==> config.mk <==
export PLATFORM = sky130hd
export DESIGN_NAME = pc_ctrl
export DESIGN_NICKNAME = d
export VERILOG_FILES = /design/src/rtl/pc_ctrl.sv
export SDC_FILE = /design/constraint.sdc
export NUM_CORES = 1
export LEC_CHECK = 0
export ABC_AREA = 1
export BUFFER_PORTS_ARGS = -buffer_cell sky130_fd_sc_hd__buf_2
export CORE_MARGIN = 2
export CORE_UTILIZATION = 45
export DETAILED_ROUTE_END_ITERATION = 10
export SYNTH_ARGS = -nofsm -noshare
export SYNTH_HDL_FRONTEND = slang
export SYNTH_SLANG_ARGS = --single-unit
export TNS_END_PERCENT = 20
==> constraint.sdc <==
create_clock -name clk -period 6.9 [get_ports clk]
set_input_delay 0.69 -clock clk [delete_from_list [all_inputs] [get_ports clk]]
set_output_delay 0.69 -clock clk [all_outputs]
set_load 0.03 [all_outputs]
==> src/rtl/pc_ctrl.sv <==
// Program-counter control: run FSM, writable jump-target LUT and return stack.
// Branch and target are driven combinationally so the PC can sample them on the same edge.
module pc_ctrl #(
  parameter int D     = 8,
  parameter int L     = 4,
  parameter int DEPTH = 4
) (
  input  logic         clk,
  input  logic         reset,
  input  logic         start_req,
  input  logic [D-1:0] prog_ctr,
  input  logic [2:0]   br_op,
  input  logic [L-1:0] lut_idx,
  input  logic         zero_flag,
  input  logic         lut_we,
  input  logic [L-1:0] lut_waddr,
  input  logic [D-1:0] lut_wdata,
  output logic         start,
  output logic         branch,
  output logic [D-1:0] target,
  output logic         running,
  output logic         done,
  output logic         stack_err
);

  localparam int AW = (DEPTH > 1) ? $clog2(DEPTH) : 1;

  localparam logic [1:0] S_IDLE = 2'd0;
  localparam logic [1:0] S_ARM  = 2'd1;
  localparam logic [1:0] S_RUN  = 2'd2;
  localparam logic [1:0] S_HALT = 2'd3;

  localparam logic [2:0] OP_JMP  = 3'd1;
  localparam logic [2:0] OP_BZ   = 3'd2;
  localparam logic [2:0] OP_BNZ  = 3'd3;
  localparam logic [2:0] OP_CALL = 3'd4;
  localparam logic [2:0] OP_RET  = 3'd5;
  localparam logic [2:0] OP_HALT = 3'd6;

  localparam logic [AW:0]  SP_ONE  = {{AW{1'b0}}, 1'b1};
  localparam logic [AW:0]  SP_FULL = (AW + 1)'(DEPTH);
  localparam logic [D-1:0] PC_ONE  = {{(D-1){1'b0}}, 1'b1};

  logic [1:0]    state, state_nxt;
  logic [AW:0]   sp;
  logic [AW:0]   sp_dec;
  logic [D-1:0]  lut [2**L];
  logic [D-1:0]  stk [DEPTH];
  logic          br_raw;
  logic [D-1:0]  tgt_raw;
  logic          push, pop, err_set;
  logic          full, empty;

  assign full   = (sp == SP_FULL);
  assign empty  = (sp == '0);
  assign sp_dec = sp - SP_ONE;

  always_comb begin
    state_nxt = state;
    br_raw    = 1'b0;
    tgt_raw   = '0;
    push      = 1'b0;
    pop       = 1'b0;
    err_set   = 1'b0;
    case (state)
      S_IDLE: if (start_req) state_nxt = S_ARM;
      S_ARM:  if (!start_req) state_nxt = S_RUN;
      S_RUN: begin
        case (br_op)
          OP_JMP: begin
            br_raw  = 1'b1;
            tgt_raw = lut[lut_idx];
          end
          OP_BZ: begin
            br_raw  = zero_flag;
            tgt_raw = lut[lut_idx];
          end
          OP_BNZ: begin
            br_raw  = !zero_flag;
            tgt_raw = lut[lut_idx];
          end
          OP_CALL: begin
            if (full) err_set = 1'b1;
            else begin
              br_raw  = 1'b1;
              tgt_raw = lut[lut_idx];
              push    = 1'b1;
            end
          end
          OP_RET: begin
            if (empty) err_set = 1'b1;
            else begin
              br_raw  = 1'b1;
              tgt_raw = stk[sp_dec[AW-1:0]];
              pop     = 1'b1;
            end
          end
          OP_HALT: begin
            br_raw    = 1'b1;
            tgt_raw   = prog_ctr;
            state_nxt = S_HALT;
          end
          default: br_raw = 1'b0;
        endcase
      end
      S_HALT: begin
        br_raw  = 1'b1;
        tgt_raw = prog_ctr;
        if (start_req) state_nxt = S_ARM;
      end
      default: state_nxt = S_IDLE;
    endcase
  end

  assign start   = (state == S_IDLE) || (state == S_ARM);
  assign running = (state == S_RUN);
  assign done    = (state == S_HALT);
  assign branch  = br_raw;
  // Target is forced to zero whenever no branch is requested.
  assign target  = br_raw ? tgt_raw : '0;

  always_ff @(posedge clk or posedge reset) begin
    if (reset) begin
      state     <= S_IDLE;
      sp        <= '0;
      stack_err <= 1'b0;
      for (int i = 0; i < DEPTH; i++) stk[i] <= '0;
      for (int i = 0; i < 2**L; i++) lut[i] <= '0;
    end else begin
      state <= state_nxt;
      // Entering ARM starts a fresh program: empty stack, error cleared.
      if (state != S_ARM && state_nxt == S_ARM) begin
        sp        <= '0;
        stack_err <= 1'b0;
      end else begin
        if (push) begin
          stk[sp[AW-1:0]] <= prog_ctr + PC_ONE;
          sp              <= sp + SP_ONE;
        end
        if (pop) sp <= sp_dec;
        if (err_set) stack_err <= 1'b1;
      end
      if (lut_we) lut[lut_waddr] <= lut_wdata;
    end
  end

endmodule

== Word level (Yosys, flattened, before mapping) ==
Cells that the tools add are included.

* Register bits after elaboration: 166
* Input bits: 32
* Output and inout port bits: 13

* Add/subtract/negate cells: 3
* Magnitude comparators: 6
* Equal/unequal tests: 12
* Muxes and demuxes: 38
* Bitwise logic cells: 5
* Reduce and logical (&&, ||, !) cells: 13

{| class="wikitable"
|+ Operator list
! kind !! number
|-
| bitwise mux 128 bit || 1
|-
| 2-to-1 mux 8 bit || 9
|-
| binary-select mux 8 bit (select 4 bit) || 1
|-
| bitwise mux 32 bit || 1
|-
| demux 8 bit (select 4 bit) || 1
|-
| case mux 8 bit (4 select lines) || 1
|-
| binary-select mux 8 bit (select 2 bit) || 1
|-
| demux 8 bit (select 2 bit) || 1
|-
| case mux 8 bit (2 select lines) || 1
|-
| equality test 3 bit (second input constant) || 4
|-
| 2-to-1 mux 1 bit || 11
|-
| greater-or-equal comparator 5 bit (second input constant) || 2
|-
| inverter 4 -> 5 bit || 2
|-
| 2-to-1 mux 3 bit || 3
|-
| adder 8 x 1 -> 8 bit (second input constant) || 1
|-
| equality test 3 x 2 -> 1 bit (second input constant) || 2
|-
| greater-or-equal comparator 3 bit (second input constant) || 2
|-
| 2-to-1 mux 2 bit || 3
|-
| inverter 2 -> 3 bit || 2
|-
| case mux 2 bit (3 select lines) || 1
|-
| less-than comparator 5 x 1 -> 1 bit (second input constant) || 1
|-
| case mux 1 bit (5 select lines) || 1
|-
| equality test 2 x 1 -> 1 bit (second input constant) || 2
|-
| equality test 2 bit (second input constant) || 2
|-
| 17 further kinds || 21
|}

== Depth between registers and ports, before layout ==
* Word-level depth: 9
* Mapped depth: 12

== Least setup slack after synthesis ==
OpenSTA, ideal clock, no wires.

* Path type: flip-flop to output port
* Start: register sp[0]
* End: output target[0]
* Data arrival time: 2.365 ns
* Required time: 6.210 ns
* Slack: 3.845 ns
* Stages on the path, launching flop included: 13
* Cell sequence: dfrtp_1 > inv_1 > buf_2 > ha_1 > inv_2 > nor2_1 > nor2_4 > nand2_2 > inv_2 > nor2_1 > nand3_1 > inv_2 > a21oi_1

{| class="wikitable"
|+ RTL lines
! item !! RTL line !! RTL
|-
| from (decl) || 45 || <nowiki>logic [AW:0] sp;</nowiki>
|-
| from (signal assigned) || 138 || <nowiki>sp <= sp + SP_ONE;</nowiki>
|-
| from (signal assigned) || 140 || <nowiki>if (pop) sp <= sp_dec;</nowiki>
|-
| equality test 3 bit / logical NOT 3 bit (equally long branches) || 54, 55 ||
|-
| 2-to-1 mux 1 bit (on tied branches) || 83, 91 ||
|-
| case mux 1 bit (5 select lines) * || 69 || <nowiki>case (br_op)</nowiki>
|-
| case mux 1 bit (2 select lines) * || 65 || <nowiki>case (state)</nowiki>
|-
| named net branch || 19 || <nowiki>output logic branch,</nowiki>
|-
| 2-to-1 mux 8 bit * || 120 || <nowiki>assign target = br_raw ? tgt_raw : '0;</nowiki>
|-
| to (decl) || 20 || <nowiki>output logic [D-1:0] target,</nowiki>
|}

Mark *: on every way through the listed nets, which the timed path passes. The rest lies on a longest branch. The select of a mux whose other input is x is not followed.

== Worst setup path after layout ==
* Start: register sp[0]
* End: output target[0]

* Word-level cells in the longest chain between the ends: 9

{| class="wikitable"
|+ Ends and longest elaborated chain
! item !! RTL line !! RTL
|-
| subtractor 3 x 1 -> 3 bit || 56 || <nowiki>assign sp_dec = sp - SP_ONE;</nowiki>
|-
| inverter 2 -> 3 bit (implied by the code) || 94 || <nowiki>tgt_raw = stk[sp_dec[AW-1:0]];</nowiki>
|-
| binary-select mux 8 bit (select 2 bit) || 94 ||
|-
| 2-to-1 mux 8 bit (implied by the code) (2 in a row) || 94 ||
|-
| 2-to-1 mux 8 bit || 91 || <nowiki>if (empty) err_set = 1'b1;</nowiki>
|-
| case mux 8 bit (4 select lines) || 69 ||
|-
| case mux 8 bit (2 select lines) || 65 ||
|-
| 2-to-1 mux 8 bit * || 120 ||
|}

Mark *: on every way between the ends. The rest lies on a longest branch, timed or not. The select of a mux whose other input is x is not followed.

==> reports/metrics.yaml <==
synth.avg_cell_area_um2: 7.70
yosysSeqAreaShare: 0.497
synth_ff_type: "dfrtp_1"
numCtsBuffers: 17
antenna_found_initial: 0
max_freq_ghz: 0.235
yosysTopAreaCellShare: 0.497
async_flop_share: 1.00
insertion_delay_ps: 430
ir_drop_mv: 0.169
power_density_nw_per_um2: 347
layout_min_cycle_time_ps: 4250
place_ws_ps: 2920
hold_buffers: 0
synthTopCellsByArea: "dfrtp_1 (50%), nand2_1 (18%), nand3_1 (6.9%), o21ai_0 (6.9%), a21oi_1 (2.9%)"
cts_max_path_buffers: 2
synth_edf_count: 0
fin_cells: 1336
syn_nets: 1128
vias: 7078
cts_root_buf: "clkbuf_16"
fin_crit_sh: 0.616
grt.total_usage: 0.239
ys_warn_count: 0
hold_viol: 0
mostFrequentLayoutCell: "nand2_1"
cts_sinks: 166
worst_slew_pin_slew_ps: 1180
core_um2: 18100
drv_cap: 0
syn-instance-count: 1086
arrival_ps: 3560
fin_area_um2: 9150
dpl-instance-area_um2: 8590
setup_violations: 0
synth.distinct_cells: 31
clk_pin_slew_worst_paths_ps: 60
layout_common_cells: "nand2_1 (396), dfrtp_1 (166), nand3_1 (116), o21ai_0 (116), nor2_1 (60)"
nFillCells: 1776
worst_slack_ps: 2650
portBuffers: 44
io_pins: 45
dp.cells: 1304
drive_above_1_share: 0.0958
finalClockSkew_ps: 7.31
rr_worst_depth: 9
cts_tree: "done"
status: "complete, no violations"
routedWlPerCell_um: 16.9
drtIter0Drc: 616
synth-seq-cells: 166
postRouteAntennaNets: 0
htree_levels: 4
p_leak_nw: 4.52
start_util: 0.462
die_area_um2: 19700
holdPathStages: 2
post_cts_resized: 0
routed_wl_um: 22500
grt_pass1_vias: 6577
die_h_um: 140
place_hpwl_um: 14700
nets: 1136
slew_headroom: 0.212
overflow: 0
grt_pass1_wl_um: 36600
yosys.area.top_type: "dfrtp_1"
area_growth_pct: 9.42
finalSetupTns_ps: 0
rsz0062_at_grt: "no"
path_max_fanout: 22
path_class: "register to output pin"
antenna_cells: 0
grt_max_degree: 110
drt-pass1-iter-count: 5
via_per_inst: 5.30
postCtsSetupRepairBufs: 0
maxSlewViolCount: 0
gp_congestion: 0.878
total_power_mw: 3.18
end_kind: "output pin"
worstSetupStartpointType: "register"
dieWidth_um: 140
min_path_type: "register to register"
drc: 0
row_count: 49
required_ps: 6210
netlist_area_um2: 8360
[sequential cells by signal, indices dropped and copies added (netlist names)]
name       flops
lut          128
sp             3
stack_err      1
state          2
stk           32
[cell usage after synthesis (6+ instances only)]
master      n
buf_6       6
nand2_1   396
o22ai_1     8
o21ai_1    24
nand3_1   116
a21oi_1    48
nor2_1     60
ha_1       10
o21ai_0   116
buf_2      22
clkbuf_1   22
dfrtp_1   166
inv_1      46
inv_2       7
[path summary, 6_finish.rpt]
path,from,endpoint,slack (ps)
setup / recovery,sp[0],target[0],2650
hold / removal,stk[12],stk[12],470
setup reg to reg,sp[0],stk[8],3990
hold reg to reg,stk[12],stk[12],470
max in group asynchronous,reset,stk[1],5120
min in group asynchronous,reset,lut[103],500
[through the flow]
stage | hold WS (ps) | utilization
detailed placement | 464 | 0.475
global placement | 458 | 0.475
finish | 475 | 0.506
floorplan | 441 | -
CTS | 479 | 0.506
global route | 490 | 0.506
[layer usage]
metal	track usage	vias to the layer above	part of all wire
met5	0	-	0
met1	0.372	3335	0.50
li1	-	3536	-
met2	0.337	179	0.43
met4	0.0856	0	0.019
met3	0.0376	28	0.048
[logic make-up (layout without fill, tap and decap cells)]
kind of cell             after synthesis  count (layout)  synth area share
AND/OR/NAND/NOR                      593             593             0.299
AO/OA/AOI/OAI                        201             201             0.123
flip-flops                           166             166             0.497
buffers and inverters                110             131            0.0598
adder cells (fa/ha/maj)               10              10            0.0150
XOR/XNOR                               6               6           0.00628
[cell type report]
type,count,area [µm²],share of cell area
flip-flops and latches,166,4150,0.454
multi-input cells,810,3710,0.405
clock buffers,20,447,0.0488
well taps,229,287,0.0313
repair buffers,46,235,0.0257
inverters,53,204,0.0223
clock inverters,12,116,0.0127
[report_power, final]
part	switching (mW)	internal, mW	leakage [nW]
clock	0.405	0.512	0.272
sequential	0.150	1.21	2.09
combinational	0.611	0.293	2.16
total	1.17	2.01	4.52
[worst max-delay path, cell delays in order, from the launching register on]
cell and delay [ps]:
dfrtp_1 700, inv_1 490, ha_1 550, inv_1 340, o21ai_0 150, o22ai_1 250, nand2_1 90, nand2_1 70
inv_1 40, nand2_1 50, nand2_1 60, a21oi_1 150, buf_2 210
(Power assumes the default switching activity.)
